--- config.mk ---
export PLATFORM = sky130hd
export DESIGN_NAME = stage_tracker
export DESIGN_NICKNAME = d
export VERILOG_FILES = /design/src/rtl/stage_tracker.sv
export SDC_FILE = /design/constraint.sdc
export NUM_CORES = 1
export LEC_CHECK = 0
export CORE_ASPECT_RATIO = 1.5
export CORE_UTILIZATION = 35
export DETAILED_ROUTE_END_ITERATION = 12
export GPL_ROUTABILITY_DRIVEN = 0
export GPL_TIMING_DRIVEN = 1
export HOLD_SLACK_MARGIN = 0.1
export PLACE_DENSITY = 0.55
export SETUP_SLACK_MARGIN = 0.3
export SLEW_MARGIN = 20
export SYNTH_ARGS = -nofsm -noshare
export SYNTH_HDL_FRONTEND = slang
export SYNTH_SLANG_ARGS = --single-unit
--- constraint.sdc ---
create_clock -name clk -period 5.7 [get_ports clk]
set_input_delay 1.425 -clock clk [delete_from_list [all_inputs] [get_ports clk]]
set_output_delay 1.425 -clock clk [all_outputs]
set_load 0.01 [all_outputs]
--- src/rtl/stage_tracker.sv ---
`default_nettype none
// ============================================================================
// Module      : stage_tracker
// Description : Per-stage trace element tracker. Buffers trace elements in a
//               small FIFO, timestamps each element's residency in one
//               pipeline stage, marks elements squashed by a flush and hands
//               them downstream on a valid/ready handshake.
//               Optional macro STAGE_TRACKER_STATS_EN adds saturating
//               handshake and stall counters.
// Revision    : 1.0 - initial release
// ============================================================================
module stage_tracker #(
    parameter int TRACE_WIDTH = 64,
    parameter int TIME_WIDTH  = 32,
    parameter int QUEUE_DEPTH = 4
) (
    input  logic                           clk,
    input  logic                           rst,
    input  logic [TIME_WIDTH-1:0]          counter,
    input  logic                           in_valid,
    input  logic [TRACE_WIDTH-1:0]         in_data,
    input  logic                           in_pass,
    input  logic                           stage_done,
    input  logic                           flush,
    output logic                           out_valid,
    input  logic                           out_ready,
    output logic [TRACE_WIDTH-1:0]         out_data,
    output logic                           out_pass,
    output logic [TIME_WIDTH-1:0]          out_t_start,
    output logic [TIME_WIDTH-1:0]          out_t_end,
    output logic [$clog2(QUEUE_DEPTH+1)-1:0] occupancy,
    output logic                           overflow
`ifdef STAGE_TRACKER_STATS_EN
    ,
    output logic [TIME_WIDTH-1:0]          stat_emitted,
    output logic [TIME_WIDTH-1:0]          stat_stall
`endif
);

    // ------------------------------------------------------------------------
    // Local constants
    // ------------------------------------------------------------------------
    localparam int PTR_W = $clog2(QUEUE_DEPTH);
    localparam int CNT_W = $clog2(QUEUE_DEPTH + 1);

    localparam logic [PTR_W-1:0] c_ptr_one = PTR_W'(1);
    localparam logic [CNT_W-1:0] c_cnt_one = CNT_W'(1);
    localparam logic [CNT_W-1:0] c_depth   = CNT_W'(QUEUE_DEPTH);

    // ------------------------------------------------------------------------
    // State encoding
    // ------------------------------------------------------------------------
    typedef enum logic [1:0] {
        S_IDLE   = 2'd0,
        S_ACTIVE = 2'd1,
        S_EMIT   = 2'd2
    } state_t;

    state_t r_state;
    state_t w_state_next;

    // ------------------------------------------------------------------------
    // FIFO storage and bookkeeping
    // ------------------------------------------------------------------------
    logic [TRACE_WIDTH-1:0] r_fifo_data [QUEUE_DEPTH];
    logic                   r_fifo_pass [QUEUE_DEPTH];
    logic [PTR_W-1:0]       r_wr_ptr;
    logic [PTR_W-1:0]       r_rd_ptr;
    logic [CNT_W-1:0]       r_count;
    logic                   r_overflow;

    logic                   w_full;
    logic                   w_not_empty;
    logic                   w_push;
    logic                   w_pop;

    // ------------------------------------------------------------------------
    // Work register: the element currently resident in the stage
    // ------------------------------------------------------------------------
    logic [TRACE_WIDTH-1:0] r_data;
    logic                   r_pass;
    logic [TIME_WIDTH-1:0]  r_t_start;
    logic [TIME_WIDTH-1:0]  r_t_end;

    logic                   w_out_valid;

    // Pop decisions use the registered count only, so an element pushed this
    // cycle is never visible to the FSM until the next cycle (no bypass).
    assign w_full      = (r_count == c_depth);
    assign w_not_empty = (r_count != '0);

    // A push into a full FIFO survives only if a pop frees a slot this cycle.
    assign w_push      = in_valid && (!w_full || w_pop);

    // FIFO pointers, occupancy and sticky overflow flag
    always_ff @(posedge clk) begin
        if (!rst) begin
            r_wr_ptr   <= '0;
            r_rd_ptr   <= '0;
            r_count    <= '0;
            r_overflow <= 1'b0;
        end else begin
            if (w_push) begin
                r_wr_ptr <= r_wr_ptr + c_ptr_one;
            end
            if (w_pop) begin
                r_rd_ptr <= r_rd_ptr + c_ptr_one;
            end
            case ({w_push, w_pop})
                2'b10:   r_count <= r_count + c_cnt_one;
                2'b01:   r_count <= r_count - c_cnt_one;
                default: r_count <= r_count;
            endcase
            if (in_valid && !w_push) begin
                r_overflow <= 1'b1;
            end
        end
    end

    // FIFO payload storage; contents are don't-care until written
    always_ff @(posedge clk) begin
        if (w_push) begin
            r_fifo_data[r_wr_ptr] <= in_data;
            r_fifo_pass[r_wr_ptr] <= in_pass;
        end
    end

    // FSM state register
    always_ff @(posedge clk) begin
        if (!rst) begin
            r_state <= S_IDLE;
        end else begin
            r_state <= w_state_next;
        end
    end

    // FSM next-state, pop request and output-valid decode
    always_comb begin
        w_state_next = r_state;
        w_pop        = 1'b0;
        w_out_valid  = 1'b0;
        case (r_state)
            S_IDLE: begin
                if (w_not_empty) begin
                    w_pop        = 1'b1;
                    w_state_next = S_ACTIVE;
                end
            end
            S_ACTIVE: begin
                if (stage_done) begin
                    w_state_next = S_EMIT;
                end
            end
            S_EMIT: begin
                w_out_valid = 1'b1;
                if (out_ready) begin
                    // Back-to-back: load the next element on the accept edge
                    // so the stage never passes through IDLE.
                    if (w_not_empty) begin
                        w_pop        = 1'b1;
                        w_state_next = S_ACTIVE;
                    end else begin
                        w_state_next = S_IDLE;
                    end
                end
            end
            default: begin
                w_state_next = S_IDLE;
            end
        endcase
    end

    // Work register load on pop; flush marking and end stamp while ACTIVE
    always_ff @(posedge clk) begin
        if (!rst) begin
            r_data    <= '0;
            r_pass    <= 1'b0;
            r_t_start <= '0;
            r_t_end   <= '0;
        end else if (w_pop) begin
            r_data    <= r_fifo_data[r_rd_ptr];
            r_pass    <= r_fifo_pass[r_rd_ptr];
            r_t_start <= counter;
        end else if (r_state == S_ACTIVE) begin
            // Flush and stage_done in the same cycle both take effect.
            if (flush) begin
                r_pass <= 1'b1;
            end
            if (stage_done) begin
                r_t_end <= counter;
            end
        end
    end

    // Raw timestamps are passed out unmodified; wrap is resolved downstream.
    assign out_valid   = w_out_valid;
    assign out_data    = r_data;
    assign out_pass    = r_pass;
    assign out_t_start = r_t_start;
    assign out_t_end   = r_t_end;
    assign occupancy   = r_count;
    assign overflow    = r_overflow;

`ifdef STAGE_TRACKER_STATS_EN
    localparam logic [TIME_WIDTH-1:0] c_time_one = TIME_WIDTH'(1);

    logic [TIME_WIDTH-1:0] r_stat_emitted;
    logic [TIME_WIDTH-1:0] r_stat_stall;

    // Saturating counters of completed handshakes and stalled ACTIVE cycles
    always_ff @(posedge clk) begin
        if (!rst) begin
            r_stat_emitted <= '0;
            r_stat_stall   <= '0;
        end else begin
            if (w_out_valid && out_ready && (r_stat_emitted != '1)) begin
                r_stat_emitted <= r_stat_emitted + c_time_one;
            end
            if ((r_state == S_ACTIVE) && !stage_done && (r_stat_stall != '1)) begin
                r_stat_stall <= r_stat_stall + c_time_one;
            end
        end
    end

    assign stat_emitted = r_stat_emitted;
    assign stat_stall   = r_stat_stall;
`endif

endmodule
`default_nettype wire
== Word-level counts from Yosys, hierarchy flattened ==
Memories as Yosys holds them, arrays and structs flattened. A register that Yosys moved wholly into a read port is not among the register bits.
Index checks and enable logic that the tools add are counted.
Widths: inputs -> output; s select.
Cells by class
  reduce and logical (&&, ||, !) cells: 14
  mux-type cells: 17
  equal/unequal tests: 8
  add/subtract/negate cells: 4
  bitwise logic cells: 1
Operators by type and width (number)
  $mux 2: 5
  $mux 1: 9
  $ne 2x2->1 const B: 3
  $pmux 2 s3: 1
  $pmux 3 s2: 1
  $reduce_and 3->1: 2
  $reduce_bool 2->1: 3
  $add 2x1->2 const B: 2
  $eq 2x1->1 const B: 2
  $eq 2x2->1 const B: 2
  $add 3x1->3 const B: 1
  $eq 3x3->1 const B: 1
  $logic_not 1->1: 3
  $reduce_bool 3->1: 1
  $sub 3x1->3 const B: 1
  $logic_and 1x1->1: 2
  $logic_not 2->1: 1
  $pmux 1 s2: 1
  $reduce_and 2->1: 1
  $logic_or 1x1->1: 1
  $not 1->1: 1
Storage, ports and cells
  output and inout port bits: 134
  memories: 2
  bits in registers: 75
  memory bits (writable): 260
  input port bits: 103
  word-level logic and storage cells: 54
Memory list
  r_fifo_data: words 4, width 64, rd ports 1, clocked after memory_dff 1, wr ports 1, RTL line 65  | logic [TRACE_WIDTH-1:0] r_fifo_data [QUEUE_DEPTH];
  r_fifo_pass: words 4, width 1, rd ports 1, clocked after memory_dff 1, wr ports 1, RTL line 66  | logic r_fifo_pass [QUEUE_DEPTH];

== Logic depth before layout (Yosys ltp) ==
  word-level depth: 8
  gate-level depth with buffers: 11
  depth with buffers taken out: 8

== Worst setup path after synthesis ==
OpenSTA, ideal clock, no wires.
  kind: input to register
  start: input port out_ready
  end: memory r_fifo_data[0][0], enable pin
  cell stages on the path: 5
  data arrival time: 3.879 ns
  slack: 1.391 ns
  cells stage by stage: nor2b_1 > buf_2 > or2_2 > a31oi_1 > and2_1
Between the ends
  longest elaborated chain between the ends: 6
RTL lines
  start: declaration: RTL line 26  | input logic out_ready,
  $mux 1: RTL line 156  | if (out_ready) begin
  $pmux 1 s2: RTL line 142  | case (r_state)
  $logic_or 1x1->1: RTL line 93  | assign w_push = in_valid && (!w_full || w_pop);
  $logic_and 1x1->1: RTL line 93
  $mux 1: RTL line 122  | if (w_push) begin
  $mux 1 (not written as such): RTL line 123  | r_fifo_data[r_wr_ptr] <= in_data;
  end: declaration: RTL line 65
Every way passes these cells.

== Final worst setup path ==
  start: input port out_ready
  end: memory r_fifo_data[2][24], enable pin
Same word-level chain as after synthesis.

==> flow_metrics.tcl <==
set metrics [dict create \
    status "complete, no violations" \
    ys.flop_type "edfxtp_1" \
    worst_clock_skew_ps 17.3 \
    grt_antenna_before_repair 1 \
    initial_core_util_pct 35.5 \
    vdd_ir_drop_max_v 0.000342 \
    drt-total-wl_um 33400 \
    cts_tree "done" \
    rows 91 \
    cp-end-kind "flop" \
    dp_cells 1665 \
    internal_power_mw 6.44 \
    die_area_um2 42700 \
    worstSetupStartpointType "input port" \
    clkSinkCount 401 \
    grt_max_degree 81 \
    finalSetupViolations 0 \
    place_area_um2 17500 \
    cts_made_buffers 39 \
    vias 8215 \
    fin_nets 1256 \
    n_antenna_cell 0 \
    p_switching_mw 2.59 \
    clk_pin_slew_ps 60 \
    wl_per_cell_um 19.3 \
    drv_cap 0 \
    hold_viol_final 0 \
    rsz0062_at_grt "false" \
    syn_area_um2 14600 \
    h-tree-depth 2 \
    cp.arrival_ps 3980 \
    path_class "in -> reg" \
    p_clk_share_pct 30.0 \
    slew_viol_final 0 \
    die_w_um 169 \
    yosysTopAreaCell "edfxtp_1" \
    maxSlewHeadroom_pct 30.2 \
    syn-num-nets 1026 \
    layout_commonest_cell "edfxtp_1" \
    layout-drive-gt1-share_pct 12.9 \
    yosysSeqAreaShare_pct 72.6 \
    io_pins 237 \
    yosysUniqueCellTypes 40 \
    drt_pass1_iterations 4 \
    synthArstFlopShare_pct 0 \
    cts-resized-gates 0 \
    hold_buffers 0 \
    postRouteAntennaNets 0 \
    clk_path_buf_depth 3 \
    synth.area.top_cells "edfxtp_1, dfxtp_1, mux4_2" \
    synth_edf_count 260 \
    p_leak_nw 6.12 \
    tightest_slew_ps 1050 \
    finalNonFillerCells 1735 \
    coreArea_um2 41200 \
    clock_latency_ps 540 \
    area_delta_synth_final_pct 29.1 \
    fp.dieH_um 252 \
    finalInstanceArea_um2 18900 \
    combPwrFrac_pct 26.3 \
    fmax_mhz 265 \
    grt_first_pass_wirelength_um 50600 \
    drc 0 \
    grt_pass1_vias 8608 \
    pwr-share-seq_pct 43.7 \
    drt-initial-drc-count 414 \
    p_sw_share_pct 28.7 \
    setup_tns_ps 0 \
    ys_warn_count 0 \
    hpwlAfterDp_um 20400 \
    grt.total_usage_pct 15.8 \
    worstPathMaxFanout 35 \
    final_core_util_pct 45.9 \
    overflow 0 \
    layout_common_cells "edfxtp_1, clkdlybuf4s50_1, nand2_1, dfxtp_1" \
    fillers 3680 \
    synthCells 918 \
    via_per_inst 4.73 \
    power_density_nw_per_um2 477 \
    avgSynthCellArea_um2 15.9 \
    min_period_over_period_pct 66.1 \
    crit_required_ps 5910 \
    synth_top_area_share_pct 53.3 \
    final.min_clock_period_ps 3770 \
    post_cts_buffers 0 \
    root_buffer "clkbuf_16" \
    place.port_buffers 236 \
    ys_seq_elements 401 \
    hp-class "reg -> reg" \
]
[worst max-delay path: stages]
cell	delay, ps
clkdlybuf4s50_1	500
nor2b_1	140
or2_2	330
a31oi_1	530
and2_4	650
buf_4	380
[layer usage]
metal  track usage (%)  up-vias  routed length (um)
li1                  -     3894                   -
met1              17.6     4039               12800
met2              29.7      226               18000
met3              3.08       54                1710
met4              5.66        2                 848
met5                 0        -                  13
[final cells by class]
| class | instances | area, um^2 | share of cell area, % |
|---|---|---|---|
| clock buffers | 49 | 1100 | 5.80 |
| inverters | 3 | 11.3 | 0.0596 |
| flip-flops and latches | 401 | 10600 | 56.3 |
| multi-input cells | 452 | 3720 | 19.7 |
| clock inverters | 21 | 259 | 1.37 |
| well taps | 558 | 698 | 3.69 |
| repair buffers | 251 | 2480 | 13.1 |
[synthesized netlist by cell type, drive strengths merged (2+ instances only)]
library cell / count
edfxtp: 260
nand2: 200
dfxtp: 141
a21boi: 66
mux4: 65
o2bb2ai: 64
clkbuf: 34
buf: 28
and2: 8
nor2b: 6
nor2: 5
ha: 4
inv: 3
mux2i: 3
nor3b: 3
a21oi: 2
and3: 2
nor3: 2
o21a: 2
o21ai: 2
xnor2: 2
[flip-flops by register name, summed over array words and instances, names as in the netlist, 2 cells and up, named ones only]
signal,count
r_rd_ptr,2
out_t_start,32
r_fifo_data,256
r_wr_ptr,2
r_fifo_pass,4
out_t_end,32
out_data,64
r_state,2
occupancy,3
[per-stage QoR]
step                total power, mW  hold WS [ps]  setup WS (ps)
finish                         9.02           458           1930
global route                   9.47           477           1750
CTS                            9.17           460           1860
detailed placement             6.44           451           1320
global placement               6.42           452           1410
floorplan                      5.24           468           1390
[path summary, 6_finish.rpt]
kind / from / to / slack (ps) / cells after the start
worst min register to register: out_data[11] / out_data[11] / 460 / 2
worst max register to register: r_state[1] / r_fifo_data[2][24] / 2930 / 5
worst min-delay path: out_data[11] / out_data[11] / 460 / 2
worst max-delay path: out_ready / r_fifo_data[2][24] / 1930 / 6
[kinds of logic after synthesis]
group,count (synthesis),share of synthesized area (%)
fa+ha+maj,5,0.479
simple gates,231,6.49
flops,401,72.6
xor+xnor,3,0.180
buf+inv,65,2.08
compound gates,144,7.89
mux,69,10.3
[power groups by stage]
stage | clock (mW) | sequential (mW) | combinational [mW]
after floorplan | 0 | 4.00 | 1.23
after CTS | 2.78 | 3.96 | 2.43
after global placement | 0 | 4.02 | 2.40
after global routing | 2.88 | 4.02 | 2.57
after detailed placement | 0 | 4.02 | 2.42
final | 2.71 | 3.94 | 2.37
Power figures use the tool's default switching activity.
